[src/rtl/mac_unit_pkg.sv]
// mac_unit_pkg
//   Shared constants and types for the multiply-accumulate cell.
//   DEFAULT_DATA_WIDTH  : default signed operand width
//   accum_width_for()   : accumulator width rule (full product width)
//   data_t / accum_t    : signed types at the default widths
package mac_unit_pkg;

  localparam int DEFAULT_DATA_WIDTH = 8;

  // The accumulator must hold at least one full-width signed product.
  function automatic int accum_width_for(input int data_width);
    return 2 * data_width;
  endfunction

  localparam int DEFAULT_ACCUM_WIDTH = accum_width_for(DEFAULT_DATA_WIDTH);

  typedef logic signed [DEFAULT_DATA_WIDTH-1:0]  data_t;
  typedef logic signed [DEFAULT_ACCUM_WIDTH-1:0] accum_t;

endpackage

[src/rtl/mac_unit_product_stage.sv]
// mac_unit_product_stage
//   First pipeline stage of the MAC cell: registers the signed product of the
//   operands (sign-extended to the accumulator width) and a delayed copy of
//   the run enable.
// Ports:
//   clk, rst_n   clock, asynchronous active-low reset
//   clr          synchronous clear of prod_q/run_q
//   run          accumulate enable, delayed into run_q
//   in1, in2     signed operands
//   prod_q       registered sign-extended product
//   run_q        run delayed by one cycle
module mac_unit_product_stage
  import mac_unit_pkg::*;
#(
  parameter int DATA_WIDTH  = DEFAULT_DATA_WIDTH,
  parameter int ACCUM_WIDTH = accum_width_for(DATA_WIDTH)
) (
  input  logic                          clk,
  input  logic                          rst_n,
  input  logic                          clr,
  input  logic                          run,
  input  logic signed [DATA_WIDTH-1:0]  in1,
  input  logic signed [DATA_WIDTH-1:0]  in2,
  output logic signed [ACCUM_WIDTH-1:0] prod_q,
  output logic                          run_q
);

  localparam int PROD_WIDTH = 2 * DATA_WIDTH;

  typedef logic signed [PROD_WIDTH-1:0]  prod_t;
  typedef logic signed [ACCUM_WIDTH-1:0] accum_w_t;

  prod_t    prod_full;
  accum_w_t prod_ext;

  // Operands are widened before multiplying so the full signed product is
  // formed without truncation.
  assign prod_full = prod_t'(in1) * prod_t'(in2);
  assign prod_ext  = accum_w_t'(prod_full);

  always_ff @(posedge clk or negedge rst_n) begin
    if (!rst_n) begin
      prod_q <= '0;
      run_q  <= 1'b0;
    end else if (clr) begin
      prod_q <= '0;
      run_q  <= 1'b0;
    end else begin
      prod_q <= prod_ext;
      run_q  <= run;
    end
  end

endmodule

[src/rtl/mac_unit.sv]
// mac_unit
//   Signed multiply-accumulate cell with a two-stage pipeline (registered
//   product, then accumulate), saturating accumulator and sticky overflow flag.
// Ports:
//   clk, rst_n   clock, asynchronous active-low reset
//   clr          synchronous clear of accumulator, pipeline and err
//   run          accumulate enable
//   in1, in2     signed operands
//   total        registered signed accumulated sum
//   err          registered sticky overflow/underflow flag
module mac_unit
  import mac_unit_pkg::*;
#(
  parameter int DATA_WIDTH  = DEFAULT_DATA_WIDTH,
  parameter int ACCUM_WIDTH = accum_width_for(DATA_WIDTH)
) (
  input  logic                          clk,
  input  logic                          rst_n,
  input  logic                          clr,
  input  logic                          run,
  input  logic signed [DATA_WIDTH-1:0]  in1,
  input  logic signed [DATA_WIDTH-1:0]  in2,
  output logic signed [ACCUM_WIDTH-1:0] total,
  output logic                          err
);

  typedef logic signed [ACCUM_WIDTH-1:0] accum_w_t;
  typedef logic signed [ACCUM_WIDTH:0]   accum_x_t;

  localparam accum_w_t ACC_MAX = {1'b0, {(ACCUM_WIDTH-1){1'b1}}};
  localparam accum_w_t ACC_MIN = {1'b1, {(ACCUM_WIDTH-1){1'b0}}};

  accum_w_t prod_q;
  logic     run_q;
  accum_x_t sum_x;
  logic     ovf;
  logic     add_en;

  mac_unit_product_stage #(
    .DATA_WIDTH  (DATA_WIDTH),
    .ACCUM_WIDTH (ACCUM_WIDTH)
  ) u_product_stage (
    .clk    (clk),
    .rst_n  (rst_n),
    .clr    (clr),
    .run    (run),
    .in1    (in1),
    .in2    (in2),
    .prod_q (prod_q),
    .run_q  (run_q)
  );

  // One guard bit: the sum left the accumulator range when the top two bits
  // disagree; the guard bit then carries the true sign for saturation.
  assign sum_x  = {total[ACCUM_WIDTH-1], total} + {prod_q[ACCUM_WIDTH-1], prod_q};
  assign ovf    = sum_x[ACCUM_WIDTH] != sum_x[ACCUM_WIDTH-1];
  // run_q qualifies that prod_q was captured on a run-high edge; once err is
  // set the saturated total is frozen until clr.
  assign add_en = run && run_q && !err;

  always_ff @(posedge clk or negedge rst_n) begin
    if (!rst_n) begin
      total <= '0;
      err   <= 1'b0;
    end else if (clr) begin
      total <= '0;
      err   <= 1'b0;
    end else if (add_en) begin
      if (ovf) begin
        total <= sum_x[ACCUM_WIDTH] ? ACC_MIN : ACC_MAX;
        err   <= 1'b1;
      end else begin
        total <= sum_x[ACCUM_WIDTH-1:0];
      end
    end
  end

endmodule

[config.mk]
export PLATFORM = sky130hd
export DESIGN_NAME = mac_unit
export DESIGN_NICKNAME = d
export VERILOG_FILES = /design/src/rtl/mac_unit_pkg.sv /design/src/rtl/mac_unit_product_stage.sv /design/src/rtl/mac_unit.sv
export SDC_FILE = /design/constraint.sdc
export NUM_CORES = 1
export LEC_CHECK = 0
export ABC_AREA = 0
export CAP_MARGIN = 40
export CELL_PAD_IN_SITES_DETAIL_PLACEMENT = 0
export CELL_PAD_IN_SITES_GLOBAL_PLACEMENT = 1
export CORE_ASPECT_RATIO = 0.7
export CORE_MARGIN = 2
export CORE_UTILIZATION = 47
export DETAILED_ROUTE_END_ITERATION = 10
export PLACE_DENSITY_LB_ADDON = 0.1
export SYNTH_ARGS = -nofsm -noshare
export SYNTH_HDL_FRONTEND = slang
export SYNTH_SLANG_ARGS = --single-unit
[constraint.sdc]
create_clock -name clk -period 3.7 [get_ports clk]
set_clock_uncertainty 0.1 [all_clocks]
set_input_delay 0.37 -clock clk [delete_from_list [all_inputs] [get_ports clk]]
set_output_delay 0.37 -clock clk [all_outputs]
set_load 0.1 [all_outputs]
==> flow_summary.toml, run 1 <==
[cells_and_area]
drive_above_1_share_pct = 28.2
layout_common_cells = "82 x inv_1, 57 x buf_4, 55 x fa_1, 38 x and2_1"
fin_util_pct = 66.9
num_antenna_cells = 0
fill_cells = 729
final_common_cell = "inv_1"
area_growth_syn_to_layout_pct = 37.9
nets = 695

[power]
p_comb_share_pct = 73.4
share_clk_of_total_power_pct = 14.2
p_leak_nw = 3.06
power_mw = 3.91
intPower_mw = 2.29
swShare_pct = 41.4
ir_worst_vdd_mv = 0.417
p_seq_share_pct = 12.4
p_per_area_nw_per_um2 = 641
p_switching_mw = 1.62

[global_route]
track_usage_pct = 22.0
overflow = 0
grt_pass1_vias = 3711
grt_max_degree = 35
grt_pass1_wl_um = 17800
antenna_found_initial = 0

[clock_network]
clockBufferDepth = 2
cts_max_level = 2
numCtsBuffers = 5
clkSinkCount = 34
holdBufCountCts = 0
clkSlewWorstSetupHoldPaths_ps = 60
cts_tree = "yes"
insertion_delay_ps = 280
cts-root-buf = "clkbuf_16"

[worst_setup_path]
start_kind = "input pin"
cp_max_fo = 7
end_kind = "flop"
cp.required_ps = 3770
crit_path_start = "in1[4]"
timing.rr.start = "total[0]$_DFFE_PN0P_"
critical_path_class = "in -> reg"
crit_arrival_ps = 4190

[yosys]
syn_area_per_cell_um2 = 9.63
synth_edf_count = 0
ys_async_sr_fraction_pct = 100
yosysTopAreaCell = "fa_1"
syn_nets = 580
yosysSeqAreaShare_pct = 19.2
yosysTopAreaCellShare_pct = 25.4
yosys_most_used_dff = "dfrtp_1"
syn_area_um2 = 4420
yosys_warnings = 0
netlist_instances = 459
synth_cell_types = 47
synth_area_leaders = "fa_1 25%, dfrtp_1 19%, ha_1 13%"
ys_seq_elements = 34

[sta]
hold_viol_final = 0
period_share_pct = 111
setup_viol = 7
worst_slew_margin_rel_pct = 57.5
worst_pin_slew_ps = 636
post-route-min-period_ps = 4120
rsz0062_at_grt = "true"
setup_tns_ps = -1990
holdWs_ps = 391
fmax_ghz = 0.243
slew_violations = 0
setup_ws_ps = -421

[floorplan]
initial_core_util_pct = 48.5
die_w_um = 120
dieArea_um2 = 10200
rows = 29
ios = 37
die_y_um = 85.1
core_area_um2 = 9110

[detailed_routing]
vias = 3567
drt_iter0_drc = 196
final_antenna_net_count = 0
firstDrtPassIters = 4
drc = 0
drt-total-wl_um = 10400
wire_per_inst_um = 14.9
via_per_inst = 5.10

[place]
dp_hpwl_um = 8480
port_buffers = 36
pre_cts_ws_ps = -1330
gp_congestion = 0.890

[status]
outcome = "finished, violations left"
violations = "negative setup slack"

[job]
drv_cap = 0

[min_path]
hp-class = "in -> async"
## what timing repair did
action	in CTS	in global routing
pin swaps	43	25
setup endpoints to repair	10	8
setup buffers	11	4
gates resized for setup	125	10
## through the flow
| stage | cells | area, µm² |
|---|---|---|
| after CTS | 694 | 6010 |
| after global routing | 699 | 6090 |
| final | 699 | 6090 |
| after detailed placement | 678 | 5650 |
| after floorplan | 459 | 4540 |
| after global placement | 661 | 5390 |
## flip-flops by register name, indices dropped and copies added, names as in the netlist
name and count:
err 1, u_product_stage.run_q 1, total 16, u_product_stage.prod_q 16
## routing by layer
layer	part of all wire, %	wire length, µm	up-vias	global-route usage [%]
met2	46	4750	77	32.5
met5	0	0	-	0
li1	-	-	1708	-
met4	0.90	93	0	3.32
met1	49	5060	1771	34.2
met3	4.7	485	11	4.30
## power by group through the flow
| stage | combinational [mW] | clock (mW) | sequential, mW |
|---|---|---|---|
| after global placement | 2.31 | 0 | 0.491 |
| after CTS | 2.72 | 0.561 | 0.486 |
| after detailed placement | 2.40 | 0 | 0.492 |
| final | 2.86 | 0.556 | 0.484 |
| after global routing | 3.18 | 0.580 | 0.490 |
| after floorplan | 1.60 | 0 | 0.559 |
## cell families (layout without fill, tap and decap cells)
family                     after synthesis  in the layout  share of synthesized area, %
DFF                                     34             34                          19.2
AOI/OAI and AO/OA                       67             67                          11.6
buffers and inverters                   96            212                          8.41
adders and majority gates              101            101                          38.1
and+or+nand+nor                        127            127                          15.7
xor gates and xnor gates                31             31                          6.14
muxes                                    3              3                         0.821
## critical path: stages
cell and delay [ps]:
buf_6 120, and2_1 170, fa_1 510, fa_1 530, fa_1 550, inv_1 60, fa_1 540, inv_1 40
ha_2 200, a2111oi_4 410, o31ai_4 130, o41ai_2 330, xnor2_1 170, nor2_1 60
## cells in the mapped netlist (all sizes together) (3+ instances only)
cell type / number
inv: 91
fa: 56
and2: 45
ha: 45
dfrtp: 34
nor2: 31
nand2: 18
xnor2: 18
a21oi: 15
a221o: 13
xor2: 13
nor2b: 12
a21o: 8
o21ai: 6
nor3: 4
o21bai: 4
or2: 4
a41oi: 3
clkbuf: 3
nand2b: 3
nand3: 3
## worst paths after layout
check	cells past startpoint	to	slack (ps)
setup / recovery	14	u_product_stage.prod_q[15]$_DFF_PN0_	-420
hold / removal	2	total[1]$_DFFE_PN0P_	390
setup reg to reg	10	total[2]$_DFFE_PN0P_	670
hold reg to reg	1	total[0]$_DFFE_PN0P_	450
max in group asynchronous	2	total[11]$_DFFE_PN0P_	2800
min in group clk	4	u_product_stage.prod_q[0]$_DFF_PN0_	410
## layout make-up
type / count / area (µm²) / area share [%]
Tap cell: 124 / 155 / 2.55
Clock inverter: 3 / 68.8 / 1.13
Timing Repair Buffer: 113 / 1110 / 18.1
Clock buffer: 5 / 125 / 2.05
Sequential cell: 34 / 851 / 14.0
Inverter: 91 / 344 / 5.65
Multi-Input combinational cell: 329 / 3440 / 56.5
No activity file was read; power rests on OpenSTA's default activity.
==> run 2: changes to the inputs <==
Settings changed: CORE_UTILIZATION 47 to 51, DONT_BUFFER_PORTS set to 1.
==> flow_summary.toml, run 2 (synthesis gave the netlist of run 1 again) <==
[clock_network]
clockBufferDepth = 2
clkSinkCount = 34
cts_tree = "yes"
cts_max_level = 2
numCtsBuffers = 5
cts-root-buf = "clkbuf_16"
insertion_delay_ps = 290
clkSlewWorstSetupHoldPaths_ps = 60

[power]
p_seq_share_pct = 14.2
intPower_mw = 1.91
power_mw = 3.40
p_per_area_nw_per_um2 = 640
ir_worst_vdd_mv = 0.370
p_comb_share_pct = 73.1
swShare_pct = 43.7
share_clk_of_total_power_pct = 12.7
p_leak_nw = 2.66
p_switching_mw = 1.49

[floorplan]
die_w_um = 115
initial_core_util_pct = 52.4
die_y_um = 81.9
ios = 37
dieArea_um2 = 9440
core_area_um2 = 8440
rows = 28

[sta]
worst_slew_margin_rel_pct = 57.2
fmax_ghz = 0.250
hold_viol_final = 0
post-route-min-period_ps = 4000
setup_viol = 5
setup_ws_ps = -298
period_share_pct = 108
rsz0062_at_grt = "true"
setup_tns_ps = -1040
slew_violations = 0
worst_pin_slew_ps = 642

[worst_setup_path]
cp_max_fo = 8
crit_arrival_ps = 4080
critical_path_class = "in -> reg"
start_kind = "input pin"
cp.required_ps = 3780
end_kind = "flop"

[detailed_routing]
drt-total-wl_um = 9540
via_per_inst = 5.24
drc = 0
firstDrtPassIters = 4
final_antenna_net_count = 0
vias = 3280
drt_iter0_drc = 143
wire_per_inst_um = 15.2

[global_route]
grt_pass1_wl_um = 15300
antenna_found_initial = 0
grt_pass1_vias = 3198
overflow = 0
track_usage_pct = 21.2
grt_max_degree = 35

[cells_and_area]
nets = 626
area_growth_syn_to_layout_pct = 19.9
layout_common_cells = "78 x inv_1, 53 x fa_1, 41 x buf_4, 39 x and2_1, 35 x ha_1"
top_regs = "total x16, u_product_stage.prod_q x16"
final_common_cell = "inv_1"
num_antenna_cells = 0
drive_above_1_share_pct = 20.8
fin_util_pct = 62.8
fin_cells = 626

[place]
port_buffers = 0
pre_cts_ws_ps = -555
dp_hpwl_um = 7940
placedCellCount = 615
gp_congestion = 0.801

[status]
violations = "negative setup slack"
outcome = "finished, violations left"

[job]
drv_cap = 0

[min_path]
hp-class = "in -> reg"
-- run 2: worst paths after layout --
check	start	end	slack [ps]	cells after the start
max in group asynchronous	rst_n	total[12]$_DFFE_PN0P_	2890	2
hold / removal	clr	u_product_stage.prod_q[8]$_DFF_PN0_	40	1
min in group asynchronous	rst_n	total[1]$_DFFE_PN0P_	420	2
setup / recovery	in2[2]	u_product_stage.prod_q[14]$_DFF_PN0_	-300	16
setup reg to reg	total[1]$_DFFE_PN0P_	total[10]$_DFFE_PN0P_	690	9
hold reg to reg	err$_DFFE_PN0P_	err$_DFFE_PN0P_	590	2
-- run 2: what timing repair did --
action                                 CTS  global route
endpoints found under the hold margin   34             0
pin swaps                               21            20
gates resized for setup                 11            19
setup endpoints to repair                5             6
hold buffers                             2             0
buffers inserted                         0             1
-- run 2: metal layers --
layer | global-route usage [%] | vias to the layer above | part of all wire, %
li1 | - | 1574 | -
met1 | 33.9 | 1648 | 51
met2 | 29.6 | 51 | 44
met3 | 3.84 | 7 | 4.3
met4 | 3.98 | 0 | 0.64
met5 | 0 | - | 0
-- run 2: final cells by class --
| class | count | area, µm² |
|---|---|---|
| multi-input combinational | 329 | 3440 |
| fill | 772 | 3140 |
| sequential | 34 | 851 |
| timing repair buffer | 44 | 365 |
| inverter | 91 | 344 |
| tap | 120 | 150 |
| clock buffer | 6 | 139 |
| clock inverter | 2 | 12.5 |
-- run 2: power by group through the flow --
stage | Clock (mW) | Sequential [mW] | Combinational [mW]
final | 0.433 | 0.482 | 2.48
after global routing | 0.454 | 0.489 | 2.78
after CTS | 0.441 | 0.484 | 2.36
after detailed placement | 0 | 0.491 | 2.25
after global placement | 0 | 0.494 | 2.20
after floorplan | 0 | 0.559 | 1.60
-- run 2: through the flow --
| stage | instance area (µm²) | hold WS, ps |
|---|---|---|
| 2_1_floorplan | 4540 | -25.6 |
| 3_3_place_gp | 4960 | -24.9 |
| 3_5_place_dp | 4990 | -24.9 |
| 4_1_cts | 5200 | 38.9 |
| 5_1_grt | 5300 | 40.4 |
| 6_report | 5300 | 44.5 |
-- run 2: critical path, stage by stage --
cell and delay (ps):
and2_4 140, fa_1 520, inv_1 50, fa_1 490
inv_2 40, fa_1 530, inv_1 50, fa_1 490
inv_2 40, ha_4 240, a21oi_4 160, o21bai_4 80
a2111o_1 460, a41oi_2 200, xor2_1 150, nor2_1 50
==> run 3: changes to the inputs <==
Settings changed: CORE_ASPECT_RATIO 0.7 to 0.5, SETUP_SLACK_MARGIN set to 0.3.
==> flow_summary.toml, run 3 (synthesis gave the netlist of run 1 again) <==
[status]
outcome = "finished, violations left"
violations = "negative setup slack"

[detailed_routing]
wire_per_inst_um = 15.6
drt_iter0_drc = 108
firstDrtPassIters = 4
vias = 3327
via_per_inst = 5.30
drc = 0
drt-total-wl_um = 9780
final_antenna_net_count = 0

[global_route]
grt_max_degree = 35
overflow = 0
grt_pass1_vias = 3617
grtUsageMet2_pct = 38.7
grt_busiest_layer = "met2"
antenna_found_initial = 0
grt_pass1_wl_um = 16600
met1_usage_pct = 28.5
track_usage_pct = 22.0
use_met3_pct = 3.44

[worst_setup_path]
cp_max_fo = 8
end_kind = "flop"
crit_arrival_ps = 4080
cp.required_ps = 3760
start_kind = "input pin"
critical_path_class = "in -> reg"

[place]
dp_hpwl_um = 7840
placedCellCount = 611
gp_congestion = 0.913
port_buffers = 0

[sta]
setup_tns_ps = -1020
setup_viol = 6
period_share_pct = 109
worst_slew_margin_rel_pct = 57.6
post-route-min-period_ps = 4020
fmax_ghz = 0.249
slew_violations = 0
worst_pin_slew_ps = 635
hold_viol_final = 0
holdWs_ps = 52.2
setup_ws_ps = -318
rsz0062_at_grt = "true"

[clock_network]
cts_max_level = 2
clockBufferDepth = 2
cts_tree = "yes"
clkSinkCount = 34
clkSlewWorstSetupHoldPaths_ps = 50
cts-root-buf = "clkbuf_16"
insertion_delay_ps = 280
numCtsBuffers = 5

[floorplan]
ios = 37
die_w_um = 136
rows = 23
initial_core_util_pct = 53.9
die_y_um = 69.8
core_area_um2 = 8200
dieArea_um2 = 9470

[cells_and_area]
fin_cells = 628
fill_cells = 680
nets = 636
top_regs = "total x16, u_product_stage.prod_q x16"
layout_common_cells = "77 x inv_1, 54 x fa_1, 44 x buf_4, 39 x and2_1, 35 x ha_1"
final_common_cell = "inv_1"
num_antenna_cells = 0
multi_input_area_um2 = 3430
drive_above_1_share_pct = 23.1
seq_area_um2 = 851
area_growth_syn_to_layout_pct = 23.1

[job]
drv_cap = 0

[min_path]
hp-class = "in -> reg"

[power]
p_leak_nw = 2.75
ir_worst_vdd_mv = 0.391
p_per_area_nw_per_um2 = 677
run 3: changes by cell type in the layout (fill, tap and decap cells not counted), sizes merged:
cell | before | now
buf | 43 | 53
bufinv | 0 | 2
clkinv | 1 | 0
clkinvlp | 1 | 0
run 3: final timing paths:
kind                                           start                                   end  slack [ps]  cells past startpoint
max in group asynchronous                      rst_n                  total[0]$_DFFE_PN0P_        2860                      2
min in group asynchronous                      rst_n                  total[7]$_DFFE_PN0P_         450                      2
worst min-delay path                             clr   u_product_stage.prod_q[7]$_DFF_PN0_          50                      1
worst max-delay path                          in2[1]  u_product_stage.prod_q[14]$_DFF_PN0_        -320                     18
worst max register to register  total[1]$_DFFE_PN0P_                  total[7]$_DFFE_PN0P_         640                     10
worst min register to register       err$_DFFE_PN0P_                       err$_DFFE_PN0P_         570                      2
run 3: layer usage:
layer | part of all wire (%) | wire (µm) | vias to the layer above
li1 | - | - | 1587
met1 | 46 | 4460 | 1658
met2 | 49 | 4810 | 70
met3 | 4.2 | 414 | 12
met4 | 1.0 | 99 | 0
met5 | 0 | 0 | -
run 3: layout make-up:
type | count | share of cell area (%)
inverters | 91 | 6.32
clock inverters | 2 | 1.10
well taps | 112 | 2.57
multi-input cells | 329 | 63.1
clock buffers | 6 | 2.55
flip-flops and latches | 34 | 15.6
repair buffers | 54 | 8.74
run 3: power by group:
| part | leakage, nW | internal, mW | switching (mW) |
|---|---|---|---|
| Combinational | 2.20 | 1.29 | 1.36 |
| Sequential | 0.456 | 0.448 | 0.0387 |
| Clock | 0.0971 | 0.404 | 0.151 |
| Total | 2.75 | 2.14 | 1.55 |
run 3: through the flow:
step / instance area, µm² / total power [mW] / worst slack (ps) / utilization [%]
final: 5440 / 3.69 / -318 / 66.4
after global routing: 5440 / 4.02 / -384 / 66.4
after CTS: 5310 / 3.46 / -278 / 64.7
after detailed placement: 5030 / 2.78 / -582 / 61.3
after global placement: 4990 / 2.70 / -516 / 60.8
after floorplan: 4540 / 2.16 / -418 / -
run 3: worst max-delay path, stage by stage:
cell and delay [ps]:
and2_4 150, ha_4 260, inv_2 30, fa_1 570, inv_2 50, ha_4 260, inv_2 30, fa_1 510
inv_2 60, buf_4 130, fa_2 380, a21o_1 190, a21oi_2 140, o21bai_1 110, a2111o_1 410, a41oi_2 160
xor2_1 200, nor2_1 60
run 3: timing repair:
action,4_1_cts,5_1_grt
gates resized for setup,6,29
hold buffers,2,0
pin swaps,25,37
endpoints found under the setup margin,7,9
endpoints found under the hold margin,34,0
setup buffers,4,3
